### src/rtl/seg_stim_pkg.sv
`default_nettype none
// ============================================================================
// seg_stim_pkg : shared types for the scripted Segway stimulus sequencer
// Rev 1.0
// ============================================================================
package seg_stim_pkg;

    localparam int c_DLY_W  = 24;
    localparam int c_LEAN_W = 16;

    typedef enum logic [2:0] {
        IDLE     = 3'd0,
        LOAD     = 3'd1,
        WAIT_DLY = 3'd2,
        SEND     = 3'd3,
        WAIT_TX  = 3'd4,
        LEAN     = 3'd5,
        NEXT     = 3'd6
    } state_t;

    typedef struct packed {
        logic [c_DLY_W-1:0]         dly;
        logic                       cmd_vld;
        logic [7:0]                 cmd;
        logic signed [c_LEAN_W-1:0] lean;
        logic                       ramp;
    } entry_t;

endpackage
`default_nettype wire

### src/rtl/seg_stim_fifo.sv
`default_nettype none
// ============================================================================
// seg_stim_fifo : synchronous script-entry FIFO with flush
// Rev 1.0
// ============================================================================
module seg_stim_fifo
    import seg_stim_pkg::*;
#(
    parameter int DEPTH = 8
) (
    input  logic   clk,
    input  logic   rst,
    input  logic   flush,
    input  logic   push,
    input  entry_t wr_data,
    input  logic   pop,
    output entry_t rd_data,
    output logic   full,
    output logic   empty
);
    localparam int c_AW = $clog2(DEPTH);

    entry_t          r_mem [DEPTH];
    logic [c_AW:0]   r_wr_ptr;
    logic [c_AW:0]   r_rd_ptr;
    logic            w_push_ok;
    logic            w_pop_ok;

    assign empty     = (r_wr_ptr == r_rd_ptr);
    assign full      = (r_wr_ptr[c_AW] != r_rd_ptr[c_AW]) &&
                       (r_wr_ptr[c_AW-1:0] == r_rd_ptr[c_AW-1:0]);
    assign w_pop_ok  = pop && !empty;
    // A pop frees the head slot this cycle, so a push is accepted even when full.
    assign w_push_ok = push && (!full || w_pop_ok);
    assign rd_data   = r_mem[r_rd_ptr[c_AW-1:0]];

    always_ff @(posedge clk or posedge rst) begin
        if (rst) begin
            r_wr_ptr <= '0;
            r_rd_ptr <= '0;
        end else if (flush) begin
            r_wr_ptr <= '0;
            r_rd_ptr <= '0;
        end else begin
            if (w_push_ok) r_wr_ptr <= r_wr_ptr + (c_AW+1)'(1);
            if (w_pop_ok)  r_rd_ptr <= r_rd_ptr + (c_AW+1)'(1);
        end
    end

    always_ff @(posedge clk) begin
        if (w_push_ok && !flush) r_mem[r_wr_ptr[c_AW-1:0]] <= wr_data;
    end

endmodule
`default_nettype wire

### src/rtl/seg_stim_seq.sv
`default_nettype none
// ============================================================================
// seg_stim_seq : timed, abortable script sequencer driving uart_tx and rider_lean
// Rev 1.0
// ============================================================================
module seg_stim_seq
    import seg_stim_pkg::*;
#(
    parameter int DEPTH     = 8,
    parameter int LEAN_W    = c_LEAN_W,
    parameter int DLY_W     = c_DLY_W,
    parameter int RAMP_STEP = 16,
    parameter int RAMP_DIV  = 1024,
    parameter int TX_TMO    = 65535
) (
    input  logic                     clk,
    input  logic                     rst,
    input  logic                     wr_en,
    input  logic [DLY_W-1:0]         wr_dly,
    input  logic                     wr_cmd_vld,
    input  logic [7:0]               wr_cmd,
    input  logic signed [LEAN_W-1:0] wr_lean,
    input  logic                     wr_ramp,
    output logic                     full,
    output logic                     empty,
    input  logic                     start,
    input  logic                     abort,
    output logic                     busy,
    output logic                     done,
    output logic                     err,
    output logic                     send_cmd,
    output logic [7:0]               cmd,
    input  logic                     cmd_sent,
    output logic signed [LEAN_W-1:0] rider_lean
);
    localparam int c_PRE_W = $clog2(RAMP_DIV) + 1;
    localparam int c_TMO_W = $clog2(TX_TMO + 1);
    localparam logic [c_PRE_W-1:0]     c_PRE_MAX = c_PRE_W'(RAMP_DIV - 1);
    localparam logic [c_TMO_W-1:0]     c_TMO_MAX = c_TMO_W'(TX_TMO - 1);
    localparam logic signed [LEAN_W:0] c_STEP    = (LEAN_W+1)'(RAMP_STEP);

    state_t                   r_state;
    state_t                   w_next;
    entry_t                   w_wr_entry;
    entry_t                   w_head;
    logic                     w_pop;
    logic [DLY_W-1:0]         r_dly_cnt;
    logic                     r_cmd_vld;
    logic                     r_ramp;
    logic [7:0]               r_cmd;
    logic signed [LEAN_W-1:0] r_tgt;
    logic signed [LEAN_W-1:0] r_lean;
    logic [c_PRE_W-1:0]       r_pre;
    logic [c_TMO_W-1:0]       r_tmo;
    logic                     r_err;
    logic                     w_tick;
    logic                     w_tmo_hit;
    logic signed [LEAN_W:0]   w_diff;
    logic signed [LEAN_W:0]   w_ramp_val;

    always_comb begin
        w_wr_entry         = '0;
        w_wr_entry.dly     = wr_dly;
        w_wr_entry.cmd_vld = wr_cmd_vld;
        w_wr_entry.cmd     = wr_cmd;
        w_wr_entry.lean    = wr_lean;
        w_wr_entry.ramp    = wr_ramp;
    end

    assign w_pop = (r_state == LOAD);

    seg_stim_fifo #(.DEPTH(DEPTH)) u_fifo (
        .clk     (clk),
        .rst     (rst),
        .flush   (abort),
        .push    (wr_en),
        .wr_data (w_wr_entry),
        .pop     (w_pop),
        .rd_data (w_head),
        .full    (full),
        .empty   (empty)
    );

    assign w_tick    = (r_pre == c_PRE_MAX);
    assign w_tmo_hit = (r_state == WAIT_TX) && (r_tmo == c_TMO_MAX);

    // One extra bit of headroom so a step toward +/-max never wraps.
    assign w_diff = $signed({r_tgt[LEAN_W-1], r_tgt}) - $signed({r_lean[LEAN_W-1], r_lean});

    always_comb begin
        w_ramp_val = $signed({r_tgt[LEAN_W-1], r_tgt});
        if (w_diff > c_STEP)
            w_ramp_val = $signed({r_lean[LEAN_W-1], r_lean}) + c_STEP;
        else if (w_diff < -c_STEP)
            w_ramp_val = $signed({r_lean[LEAN_W-1], r_lean}) - c_STEP;
    end

    always_ff @(posedge clk or posedge rst) begin
        if (rst) r_state <= IDLE;
        else     r_state <= w_next;
    end

    always_comb begin
        w_next = r_state;
        if (abort) begin
            w_next = IDLE;
        end else begin
            case (r_state)
                IDLE:     if (start && !empty) w_next = LOAD;
                LOAD:     w_next = WAIT_DLY;
                // Occupies max(dly,1) cycles.
                WAIT_DLY: if (r_dly_cnt <= DLY_W'(1)) w_next = r_cmd_vld ? SEND : LEAN;
                SEND:     w_next = WAIT_TX;
                WAIT_TX:  if (cmd_sent || w_tmo_hit) w_next = LEAN;
                LEAN:     if (!r_ramp || (r_lean == r_tgt)) w_next = NEXT;
                NEXT:     w_next = empty ? IDLE : LOAD;
                default:  w_next = IDLE;
            endcase
        end
    end

    always_comb begin
        send_cmd = (r_state == SEND);
        busy     = (r_state != IDLE);
        done     = !abort && empty &&
                   ((r_state == NEXT) || ((r_state == IDLE) && start));
    end

    always_ff @(posedge clk or posedge rst) begin
        if (rst) begin
            r_dly_cnt <= '0;
            r_cmd_vld <= 1'b0;
            r_ramp    <= 1'b0;
            r_cmd     <= '0;
            r_tgt     <= '0;
            r_lean    <= '0;
            r_pre     <= '0;
            r_tmo     <= '0;
            r_err     <= 1'b0;
        end else begin
            if (r_state == LOAD) begin
                r_dly_cnt <= w_head.dly;
                r_cmd_vld <= w_head.cmd_vld;
                r_ramp    <= w_head.ramp;
                r_tgt     <= w_head.lean;
                r_pre     <= '0;
                if (w_head.cmd_vld) r_cmd <= w_head.cmd;
            end else begin
                if (r_state == WAIT_DLY && r_dly_cnt != '0)
                    r_dly_cnt <= r_dly_cnt - DLY_W'(1);
                if (r_state == LEAN && r_ramp)
                    r_pre <= w_tick ? '0 : r_pre + c_PRE_W'(1);
            end

            if (r_state == SEND)         r_tmo <= '0;
            else if (r_state == WAIT_TX) r_tmo <= r_tmo + c_TMO_W'(1);

            if (r_state == LEAN && !abort) begin
                if (!r_ramp)     r_lean <= r_tgt;
                else if (w_tick) r_lean <= LEAN_W'(w_ramp_val);
            end

            if (r_state == IDLE && start && !abort)        r_err <= 1'b0;
            if (w_tmo_hit && !cmd_sent && !abort)           r_err <= 1'b1;
            if (wr_en && full && !w_pop && !abort)          r_err <= 1'b1;
        end
    end

    assign cmd        = r_cmd;
    assign err        = r_err;
    assign rider_lean = r_lean;

endmodule
`default_nettype wire

### config.mk
export PLATFORM = sky130hd
export DESIGN_NAME = seg_stim_seq
export DESIGN_NICKNAME = d
export VERILOG_FILES = /design/src/rtl/seg_stim_pkg.sv /design/src/rtl/seg_stim_fifo.sv /design/src/rtl/seg_stim_seq.sv
export SDC_FILE = /design/constraint.sdc
export NUM_CORES = 1
export LEC_CHECK = 0
export CORE_MARGIN = 8
export CORE_UTILIZATION = 45
export DETAILED_ROUTE_END_ITERATION = 7
export GPL_ROUTABILITY_DRIVEN = 0
export PLACE_DENSITY_LB_ADDON = 0.2
export SYNTH_ARGS = -nofsm -noshare
export SYNTH_HDL_FRONTEND = slang
export SYNTH_SLANG_ARGS = --single-unit
### constraint.sdc
create_clock -name clk -period 7.09 [get_ports clk]
set_clock_uncertainty 0.1 [all_clocks]
set_input_delay 1.418 -clock clk [delete_from_list [all_inputs] [get_ports clk]]
set_output_delay 1.418 -clock clk [all_outputs]
set_load 0.03 [all_outputs]
; Word level (Yosys, flattened, before mapping)
; Memory sizes are Yosys's and may differ from the RTL's.
; Cells that the tools add are included.
[word_totals]
ff_bits = 105
latchBits = 0
mem_bits_rw = 400
mem_bits_ro = 0
inputBits = 56
out_inout_bits = 30
word_cells = 109
mem_count = 1
[mem_list]
columns = memory, depth, width, read_ports, rd_clocked_by_memory_dff, wr, line
row1 = u_fifo.r_mem, 8, 50, 1, 0, 1, seg_stim_fifo.sv:23  ; entry_t r_mem [DEPTH];
[op_classes]
addsub = 8
multipliers = 0
n_div = 0
magnitude_cmp = 3
eq_ne = 17
shift = 0
mux = 28
n_bitwise = 0
n_reduce_logical = 40
[op_table]
columns = op, n
row1 = two-way mux 16 bit, 6
row2 = two-way mux 24 bit, 2
row3 = two-way mux 11 bit, 3
row4 = "<= comparator 24 x 1 -> 1 bit, second input constant", 1
row5 = nonzero test 24 bit, 1
row6 = "subtractor 24 x 1 -> 24 bit, second input constant", 1
row7 = one-hot mux 3 bit (7 select lines), 1
row8 = logical AND 1 bit, 18
row9 = two-way mux 3 bit, 6
row10 = "> comparator 17 x 6 -> 1 bit, second input constant", 1
row11 = "less-than comparator 17 x 5 -> 1 bit, second input constant", 1
row12 = subtractor 16 x 16 -> 17 bit, 1
row13 = "adder 16 x 1 -> 16 bit, second input constant", 1
row14 = "adder 16 x 6 -> 16 bit, second input constant", 1
row15 = == test 16 bit, 1
row16 = "== test 16 bit, second input constant", 1
row17 = two-way mux 4 bit, 4
row18 = "subtractor 16 x 6 -> 16 bit, second input constant", 1
row19 = "adder 11 x 1 -> 11 bit, second input constant", 1
row20 = "== test 11 x 10 -> 1 bit, second input constant", 1
row21 = nonzero test 2 bit, 5
row22 = "== test 3 bit, second input constant", 3
row23 = "inequality test 3 bit, second input constant", 3
row24 = "adder 4 x 1 -> 4 bit, second input constant", 2
row25 = other kinds (14), 30

; Depth between registers and ports, before layout
[depth]
word_depth = 8
ltp_mapped = 15

; By module
; Synthesis repeated with hierarchy kept, for this count alone.
[unflattened]
cells_unflattened = 1419
area_unflattened_um2 = 22021.1
[modules_own_cells]
columns = module, instances, cells_each, area_each_um2, seq_area_each_um2
row1 = seg_stim_fifo, 1, 661, 15651.3, 12211.7
row2 = seg_stim_seq, 1, 758, 6369.9, 2427.3

; Worst setup path after synthesis
; OpenSTA, ideal clock, no wires.
[synth_timing]
kind = input to register
startpoint = input wr_en
endpoint = memory u_fifo.r_mem[0][0] (netlist name), enable pin
t_arrival_ps = 5412
path_slack_ps = 1058
path_stages = 4
cell_sequence = nand2b_1 clkbuf_1 or3_1 nor3_1
[synth_via]
elab_chain_len = 4
[synth_rtl]
columns = element, line
row1 = from (decl), seg_stim_seq.sv:18  ; input logic wr_en,
row2 = logical AND 1 bit, seg_stim_fifo.sv:34  ; assign w_push_ok = push && (!full || w_pop_ok);
row3 = logical AND 1 bit, seg_stim_fifo.sv:51  ; if (w_push_ok && !flush) r_mem[r_wr_ptr[c_AW-1:0]] <= wr_data;
row4 = two-way mux 1 bit, seg_stim_fifo.sv:51
row5 = two-way mux 1 bit (not written as such), seg_stim_fifo.sv:51
row6 = to (decl), seg_stim_fifo.sv:23
; Every way passes these cells.

; Worst setup path after layout
[layout_timing]
startpoint = input abort
endpoint = output done
[layout_via]
elab_chain_len = 3
[layout_rtl]
columns = element, line
row1 = from (decl), seg_stim_seq.sv:27  ; input logic abort,
row2 = logical NOT 1 bit, seg_stim_seq.sv:125  ; done = !abort && empty &&
row3 = logical AND 1 bit (2 in series), seg_stim_seq.sv:125
row4 = to (decl), seg_stim_seq.sv:29  ; output logic done,
; Every way passes these cells.

==> flow_summary.json <==
{
  "finalCriticalPeriod_ns": 5.090,
  "post_place_worst_slack_ns": 1.975,
  "die_height_um": 235.2,
  "dpl.hpwl_um": 27590,
  "peakVddDrop_mv": 0.1907,
  "max-slew-margin-rel_pct": 31.22,
  "synthesis_to_finish_area_growth_pct": 15.51,
  "count_of_input_and_output_buffers": 85,
  "route.detailed.drc": 0,
  "clock_latency_ns": 0.61,
  "clockBufferDepth": 3,
  "ys_ff_latch": 505,
  "placeableCoreArea_sq_um": 47550,
  "fraction_of_registers_with_async_set_reset_pct": 20.79,
  "min-delay-path-class": "reg2reg",
  "cts_tree": "built",
  "cellLeakagePower_nw": 8.266,
  "tritoncts.num_buffers": 53,
  "leading_cell_types_in_the_layout_fill_and_taps_excluded": "edfxtp_1, dfrtp_1, mux4_2, clkdlybuf4s50_1, nand2_1",
  "floorplan.rows": 80,
  "floorplan.initialDensity_pct": 45.47,
  "max_freq_ghz": 0.1965,
  "post_synthesis_cell_type_count": 80,
  "fin_setup_tns_ns": 0,
  "syn_area_per_cell_sq_um": 15.76,
  "crit_path_end_kind": "output port",
  "min_from": "r_tmo[11]",
  "layout.cells.non_filler": 2126,
  "layout_setup_ws_ns": 2.000,
  "r2r-end": "rider_lean[3]",
  "detail_route.wl_per_cell_um": 21.39,
  "cts_htree_levels": 2,
  "critical_path_peak_fanout": 17,
  "cellPowerDensity_nw_per_um2": 330.1,
  "netlist_instances": 1372,
  "routed_wirelength_um": 45470,
  "mostFrequentLayoutCell": "edfxtp_1",
  "post_drt_via_cell_ratio": 5.679,
  "worst_r2r_startpoint": "rider_lean[0]",
  "r2r_setup_slack_ns": 3.01,
  "cts.repair_timing.setup_buffer_count": 0,
  "timing.reg2reg.worst_path_depth": 12,
  "timing.critical_path.arrival_ns": 3.57,
  "cts_root_buf": "clkbuf_16",
  "final_layout_size_suffix_gt1_share_pct": 16.02,
  "syn_warnings": 0,
  "clk_pin_slew_ns": 0.06,
  "critical_path_class": "in2out",
  "cts_stage_hold_buffer_count": 0,
  "die_width_um": 235.2,
  "routed-via-count": 12070,
  "syn_area_sq_um": 21620,
  "grt_usage_pct": 16.46,
  "final_hold_viol_count": 0,
  "ant_nets": 0,
  "first_global_vias": 12540,
  "pin_count": 86,
  "final_nets": 1548,
  "tightest_slew_ns": 1.032,
  "synth_nets": 1454,
  "drv.max_cap_violation_count": 0,
  "cts_num_sinks": 505,
  "finalSetupViolations": 0,
  "overflow_left_after_global_routing": 0,
  "drtIter0Drc": 961,
  "worst_ep_required_time_ns": 5.57,
  "grt_antenna_before_repair": 2,
  "antenna_cells": 0,
  "worst_setup_path_start_kind": "primary input",
  "grt_setup_unrepaired": "no",
  "worst_hold_path.endpoint": "r_tmo[11]",
  "place.detailed.instances": 2026,
  "postCtsResizedCells": 0,
  "final_max_slew_viol_count": 0,
  "register_area_share_after_synthesis_pct": 67.71,
  "first_pass_iters": 5,
  "first_pass_grt_wire_length_um": 72640,
  "number_of_synthesized_flops_with_an_enable_pin": 400,
  "outcome": "complete, no violations",
  "design.die.area_sq_um": 55310,
  "synth_flop_cell": "edfxtp_1",
  "grt_start_max_net_pins": 69,
  "worstHoldPathCells": 1,
  "final_min_period_over_clock_period_pct": 71.79
}
## Yosys cell counts, drive strengths merged, types with 4 or more instances
| library cell | number | share of area (%) |
|---|---|---|
| nand2 | 83 | 1.5 |
| mux4 | 100 | 10 |
| nor3 | 20 | 0.46 |
| and4 | 4 | 0.16 |
| inv | 30 | 0.52 |
| buf | 23 | 0.54 |
| nand3 | 40 | 0.93 |
| a211oi | 13 | 0.53 |
| nor2b | 18 | 0.53 |
| nand4 | 17 | 0.49 |
| o21ai | 72 | 1.7 |
| nand2b | 16 | 0.46 |
| nor3b | 5 | 0.17 |
| dfrtp | 105 | 12 |
| xor2 | 27 | 1.1 |
| a21o | 4 | 0.14 |
| o221a | 4 | 0.21 |
| a32oi | 4 | 0.16 |
| edfxtp | 400 | 56 |
| nor2 | 85 | 1.5 |
| nor4 | 9 | 0.26 |
| mux2i | 47 | 2.2 |
| mux2 | 4 | 0.26 |
| and3 | 10 | 0.29 |
| xnor2 | 19 | 0.77 |
| o211ai | 7 | 0.24 |
| clkbuf | 44 | 0.76 |
| a31oi | 8 | 0.23 |
| and2 | 4 | 0.12 |
| o21a | 5 | 0.17 |
| o2bb2ai | 4 | 0.16 |
| a21oi | 54 | 1.3 |
| o31ai | 6 | 0.23 |
| or3 | 9 | 0.29 |
| ha | 25 | 1.4 |
| a211o | 5 | 0.20 |
## report_power, final
part / total [mW] / leakage, nW / switching, mW / internal (mW)
logic: 1.83 / 2.47 / 1.07 / 0.755
registers: 3.63 / 4.94 / 0.220 / 3.41
clock network: 2.79 / 0.858 / 1.16 / 1.63
total: 8.24 / 8.27 / 2.45 / 5.80
## registers in the layout, indices dropped and copies added, names as in the netlist
register and flops:
r_tmo 16, err 1, u_fifo.r_rd_ptr 4, cmd 8, r_pre 11, r_dly_cnt 24, r_cmd_vld 1, rider_lean 16
r_state 3, u_fifo.r_wr_ptr 4, r_ramp 1, u_fifo.r_mem 400, r_tgt 16
## critical path: stages
cell             delay [ns]
clkdlybuf4s50_1        0.73
nor4_1                 0.63
clkdlybuf4s50_1        0.78
## final cells by class
type / instances / area [sq um]
Inverter: 30 / 115.1
Timing Repair Buffer: 106 / 1008
Fill cell: 3845 / 22570
Clock buffer: 67 / 1399
Multi-Input combinational cell: 770 / 6644
Tap cell: 615 / 769.5
Clock inverter: 33 / 386.6
Sequential cell: 505 / 14650
## per-layer routing
metal	routed length (um)	GRT usage [%]	share of wire, %
met1	20510	22.42	45
met2	21880	26.86	48
met3	1963	2.868	4.3
met4	1096	5.100	2.4
met5	27	0	0.059
## worst max path at each step
stage	startpoint	end	slack, ns	cells past startpoint
after floorplan	wr_en	u_fifo.r_mem[0][0]	1.06	4
after detailed placement	abort	done	1.98	3
final	abort	done	2.00	3
after global placement	abort	done	2.00	3
after CTS	abort	done	1.96	3
after global routing	abort	done	1.89	3
## cells by family (layout without fill, tap and decap cells)
family | after synthesis | after routing | share of synthesized area (%)
multiplexers | 151 | 151 | 12.85
AO/OA/AOI/OAI | 218 | 218 | 6.760
AND/OR/NAND/NOR | 329 | 329 | 7.448
XOR/XNOR | 46 | 46 | 1.864
buffers and inverters | 97 | 236 | 1.823
adder cells (fa/ha/maj) | 26 | 26 | 1.539
flip-flops | 505 | 505 | 67.71
## through the flow
stage | total power, mW | area, sq um | hold slack, ns | util, %
after floorplan | 4.984 | 21620 | 0.3436 | -
after global placement | 5.473 | 23190 | 0.3713 | 48.77
after detailed placement | 5.507 | 23190 | 0.3811 | 48.77
after CTS | 8.326 | 24970 | 0.3881 | 52.52
after global routing | 8.627 | 24970 | 0.4072 | 52.52
final | 8.244 | 24970 | 0.3887 | 52.52
Note: power is estimated with default switching activity, not from simulation.
